File: config.mk
export PLATFORM = sky130hd
export DESIGN_NAME = counter_job_scheduler
export DESIGN_NICKNAME = d
export VERILOG_FILES = /design/src/rtl/counter_job_scheduler.sv
export SDC_FILE = /design/constraint.sdc
export NUM_CORES = 1
export LEC_CHECK = 0
export BUFFER_PORTS_ARGS = -buffer_cell sky130_fd_sc_hd__buf_4
export CORE_ASPECT_RATIO = 0.8
export CORE_UTILIZATION = 35
export CTS_CLUSTER_DIAMETER = 80
export DETAILED_ROUTE_END_ITERATION = 6
export GPL_TIMING_DRIVEN = 0
export REMOVE_ABC_BUFFERS = 1
export SYNTH_ARGS = -nofsm -noshare
export SYNTH_HDL_FRONTEND = slang
export SYNTH_SLANG_ARGS = --single-unit
File: constraint.sdc
create_clock -name clk -period 1.5 [get_ports clk]
set_input_delay 0.075 -clock clk [delete_from_list [all_inputs] [get_ports clk]]
set_output_delay 0.075 -clock clk [all_outputs]
set_load 0.02 [all_outputs]
File: src/rtl/counter_job_scheduler.sv
// counter_job_scheduler: round-robin job scheduler sharing one up/down counter among NREQ requesters
module counter_job_scheduler #(
  parameter int NREQ    = 4,
  parameter int WIDTH   = 8,
  parameter int TIMEOUT = (1 << WIDTH) + 1
) (
  input  logic                     clk,
  input  logic                     rst_n,
  input  logic [NREQ-1:0]          req_valid_i,
  output logic [NREQ-1:0]          req_ready_o,
  input  logic [NREQ*WIDTH-1:0]    req_value_i,
  input  logic [NREQ-1:0]          req_up_i,
  input  logic                     abort_i,
  output logic                     ctr_en_o,
  output logic                     ctr_up_down_o,
  output logic                     ctr_load_o,
  output logic [WIDTH-1:0]         ctr_load_value_o,
  input  logic                     ctr_tc_i,
  output logic [NREQ-1:0]          done_o,
  output logic [1:0]               done_status_o,
  output logic                     busy_o,
  output logic [$clog2(NREQ)-1:0]  owner_o
);
  localparam int IW = $clog2(NREQ);
  localparam int RW = $clog2(TIMEOUT + 1);
  typedef enum logic [2:0] {IDLE, GRANT, LOAD, RUN, DONE} state_t;
  state_t state_q, state_d;
  logic [IW-1:0] owner_q, owner_d, last_q, last_d, pick;
  logic [WIDTH-1:0] val_q, val_d;
  logic up_q, up_d;
  logic [RW-1:0] rc_q, rc_d;
  logic [1:0] status_q, status_d;
  logic [NREQ-1:0] ready_q, ready_d;
  assign req_ready_o      = ready_q;
  assign ctr_up_down_o    = up_q;
  assign ctr_load_value_o = val_q;
  assign busy_o           = state_q != IDLE;
  assign owner_o          = owner_q;
  assign done_o           = (state_q == DONE) ? NREQ'(1) << owner_q : '0;
  assign done_status_o    = (state_q == DONE) ? status_q : 2'b00;
  // round-robin pick: nearest valid requester after the last grant (descending scan so the nearest wins)
  always_comb begin
    pick = last_q;
    for (int k = NREQ; k >= 1; k--)
      if (req_valid_i[(int'(last_q) + k) % NREQ]) pick = IW'((int'(last_q) + k) % NREQ);
  end
  // next-state logic and counter control
  always_comb begin
    state_d    = state_q;
    owner_d    = owner_q;
    last_d     = last_q;
    val_d      = val_q;
    up_d       = up_q;
    rc_d       = rc_q;
    status_d   = status_q;
    ready_d    = '0;
    ctr_en_o   = 1'b0;
    ctr_load_o = 1'b0;
    case (state_q)
      IDLE: if (|req_valid_i) begin
        owner_d = pick;
        ready_d = NREQ'(1) << pick;
        state_d = GRANT;
      end
      GRANT: if (req_valid_i[owner_q]) begin
        val_d   = req_value_i[owner_q*WIDTH +: WIDTH];
        up_d    = req_up_i[owner_q];
        state_d = LOAD;
      end else state_d = IDLE;
      LOAD: begin
        ctr_load_o = 1'b1;
        rc_d       = '0;
        status_d   = abort_i ? 2'b01 : 2'b00;
        state_d    = abort_i ? DONE : RUN;
      end
      RUN: begin
        ctr_en_o = !ctr_tc_i && !abort_i && (rc_q != RW'(TIMEOUT - 1));
        rc_d     = rc_q + 1'b1;
        if (abort_i) begin
          status_d = 2'b01;
          state_d  = DONE;
        end else if (ctr_tc_i) begin
          status_d = 2'b00;
          state_d  = DONE;
        end else if (rc_q == RW'(TIMEOUT - 1)) begin
          status_d = 2'b10;
          state_d  = DONE;
        end
      end
      DONE: begin
        last_d  = owner_q;
        state_d = IDLE;
      end
      default: state_d = IDLE;
    endcase
  end
  // state and job registers; reset leaves requester 0 first in line
  always_ff @(posedge clk or negedge rst_n)
    if (!rst_n) begin
      state_q  <= IDLE;
      owner_q  <= '0;
      last_q   <= IW'(NREQ - 1);
      val_q    <= '0;
      up_q     <= 1'b1;
      rc_q     <= '0;
      status_q <= 2'b00;
      ready_q  <= '0;
    end else begin
      state_q  <= state_d;
      owner_q  <= owner_d;
      last_q   <= last_d;
      val_q    <= val_d;
      up_q     <= up_d;
      rc_q     <= rc_d;
      status_q <= status_d;
      ready_q  <= ready_d;
    end
endmodule

==> metrics.md <==
| Metric | Value |
|---|---|
| Initial antenna violation count | 0 |
| P_int | approximately 3300 uW |
| Register Area | 789.5 um2 |
| Pwr Total | 5256 uW |
| CTS tree | yes |
| Max cap viols | 0 |
| Hold path depth | 2 |
| Initial detailed-routing violation count | 87 |
| Final hold vios | 0 |
| Skew final | 0.009887 ns |
| Area of the multi-input gates | between 0.001 and 0.0015 mm2 |
| Crit-path cells | or3b_4 > a21o_1 > nor2_2 > buf_6 |
| Total CTS buffers | 5 |
| Number of global-route vias before repair | 1611 |
| Syn Std Cell Area | between 0.0015 and 0.002 mm2 |
| Startpoint types | flip-flop |
| WL/cell | around 15 um |
| N_diodes | 0 |
| Ports | 68 |
| Ys async rst share | 100.0% |
| Fin worst setup slack | -0.07692 ns |
| Synth warnings | 0 |
| Worst reg2reg path depth | 3 |
| FP Rows | 22 |
| Via count | 1554 |
| CP Class | flip-flop to primary output |
| Post-synthesis sequential area ratio | 43.26% |
| Final Setup Violations | 11 |
| #FFs+latches synth | 31 |
| Total die area | roughly 0.0054 mm2 |
| Minimum clock period | about 1.6 ns |
| Die X | 82.22 um |
| Lkg Pwr | between 0.001 and 0.0015 uW |
| Initial Util | a little under two fifths |
| Port bufs | 67 |
| Max-slew violation count | 0 |
| Post-synth EDFFs | 0 |
| Area grow syn2layout | 52.50% |
| Ys flop type | dfrtp_1 |
| Final std cells w/o fill | between 300 and 400 |
| Clock share of power | 16.4% |
| Mean Syn Cell Area | between 10 and 15 um2 |
| Dominant cells by area after synthesis | dfrtp_1, mux4_2, mux2_4, dfstp_2, mux4_1 |
| Register share of total power | ~30% |
| RSZ-0062 raised after global routing | yes |
| Post-Synthesis Cells | around 160 |
| Failing checks | setup timing |
| Worst-margin pin slew | 0.4496 ns |
| Share of cells above drive strength 1 | a little under three fifths |
| DR DRC count | 0 |
| Clock sinks | 31 |
| Most common cell after layout, fill and taps aside | buf_4 |
| Post-DRT Antenna Nets | 0 |
| Fmax achieved | 634.1 MHz |
| Max rail drop VDD | about 0.97 mV |
| Critical path peak fanout | 5 |
| Switching power summed over all nets | ~2000 uW |
| Arr. time, crit path | approximately 1.5 ns |
| Synth unique cells | 39 |
| Clock root cell | clkbuf_8 |
| Most frequent cells in the layout | buf_4, dfrtp_1, nand2_1 |
| Max_slew headroom | roughly 70% |
| CP max-delay cell | dfrtp_2 |
| Clk slew on worst S/H paths | 0.07 ns |
| First-pass GRT wire length | 7728 um |
| Synth area leader | dfrtp_1 |
| Global route overflow | 0 |
| TritonRoute pass-1 iters | 4 |
| CP required | ~1.4 ns |
| HP Class | primary input to flip-flop |
| Final nets | approximately 290 |
| Comb pwr share | a little over half |
| Number of fill cells in the layout | a little over 400 |
| Die height | between 60 and 70 um |
| Fin crit share | 105.1% |
| Worst slack, placed | -0.5150 ns |
| GRT Util Overall | between 10% and 20% |
| Slowest stage delay, CP | between 0.4 and 0.5 ns |
| GPL Wtd Cong | approximately 0.75 |
| Core Region | 0.004762 mm2 |
| Status | complete, but fails checks |
| Final Core Density | between 50 and 60% |
| Crit. End Element | primary output |
| Clk_lat worst skew | roughly 0.29 ns |
| Pwr dens | between 1500 and 2000 mW/mm2 |
| Largest net degree at the start of global routing | 32 |
| Post-Place Cells | 283 |
| TNS Setup | -0.2436 ns |
| Post-DP HPWL | approximately 3100 um |
| Final WL | around 4600 um |
| Vias per cell | just over 5 |
| Sw frac | 37.52% |
| Share of the synthesized area in the top cell type | 38.89% |
| CTS max path bufs | 2 |
| H-tree Lvls | 2 |
-- cells by family after synthesis --
kind of cell,after synthesis,synth area share (%)
adders and majority gates,2,1.389
DFF,31,43.26
buffers and inverters,14,3.611
muxes,25,24.31
AOI/OAI and AO/OA,24,7.987
and+or+nand+nor,68,19.45
-- critical path, delay by kind of cell, from the launching register on --
family	cells	cell delay, ns
simple gates	2	0.49
flops	1	0.42
compound gates	1	0.18
buf+inv	1	0.12
-- final timing paths --
check,slack (ns),endpoint,from
max,-0.08,ctr_en_o,state_q[0]$_DFFE_PN0P_
min,0.05,status_q[0]$_DFFE_PN0P_,abort_i
max reg2reg,-0.03,ctr_load_value_o[2]$_DFFE_PN0N_,owner_o[1]$_DFFE_PN0P_
min reg2reg,0.49,last_q[0]$_DFFE_PN1P_,last_q[0]$_DFFE_PN1P_
max in group asynchronous,0.92,ctr_up_down_o$_DFFE_PN1N_,rst_n
min in group asynchronous,0.26,ctr_load_value_o[0]$_DFFE_PN0N_,rst_n
-- power by group through the flow --
| stage | Clock [uW] | Combinational [uW] | Sequential, uW |
|---|---|---|---|
| floorplan | 0 | 1250 | 1780 |
| global placement | 0 | 2120 | 1660 |
| detailed placement | 0 | 2140 | 1650 |
| CTS | 880 | 2730 | 1520 |
| global route | 921 | 3070 | 1610 |
| finish | 865 | 2840 | 1550 |
-- registers in the layout, indices dropped and copies added, names as in the netlist --
register	count
status_q	2
ctr_up_down_o	1
rc_q	9
req_ready_o	4
state_q	3
last_q	2
ctr_load_value_o	8
owner_o	2
-- layout make-up --
cell class	count	share of cell area [%]
clock buffers	6	3.005
clock inverters	2	1.275
inverters	6	0.8197
flip-flops and latches	31	28.73
repair buffers	84	24.23
multi-input cells	120	39.21
well taps	60	2.732
-- layer usage --
layer  global-route usage (%)  vias to the layer above  wire (um)
li1                         -                      763          -
met1                    25.52                      754       2184
met2                    30.79                       32       2138
met3                    3.862                        5        195
met4                    6.360                        0         50
met5                        0                        -          0
-- per-stage QoR --
step           hold WS [ns]  instance area [um2]
2_1_floorplan       -0.2206                 1759
3_3_place_gp        0.04069                 2337
3_5_place_dp        0.03973                 2337
4_1_cts             0.04410                 2661
5_1_grt             0.05336                 2748
6_report            0.04627                 2748
-- Yosys cell counts (all sizes together), types with 2 or more instances --
master,instances
nor2b,5
nand2,19
mux4,10
nor3,7
nand2b,3
a21oi,7
clkbuf,3
dfrtp,28
and3,2
or3,3
mux2i,4
a22o,2
inv,6
dfstp,3
mux2,11
nor2,16
buf,5
nand3,7
ha,2
o21ai,9
-- repair_timing --
action,CTS,global route
setup buffers,15,2
endpoints found under the setup margin,26,29
resized for setup,17,22
hold endpoints to repair,28,0
cloned,1,0
pin swaps,2,4
hold buffers,1,0
(Power assumes the default switching activity.)
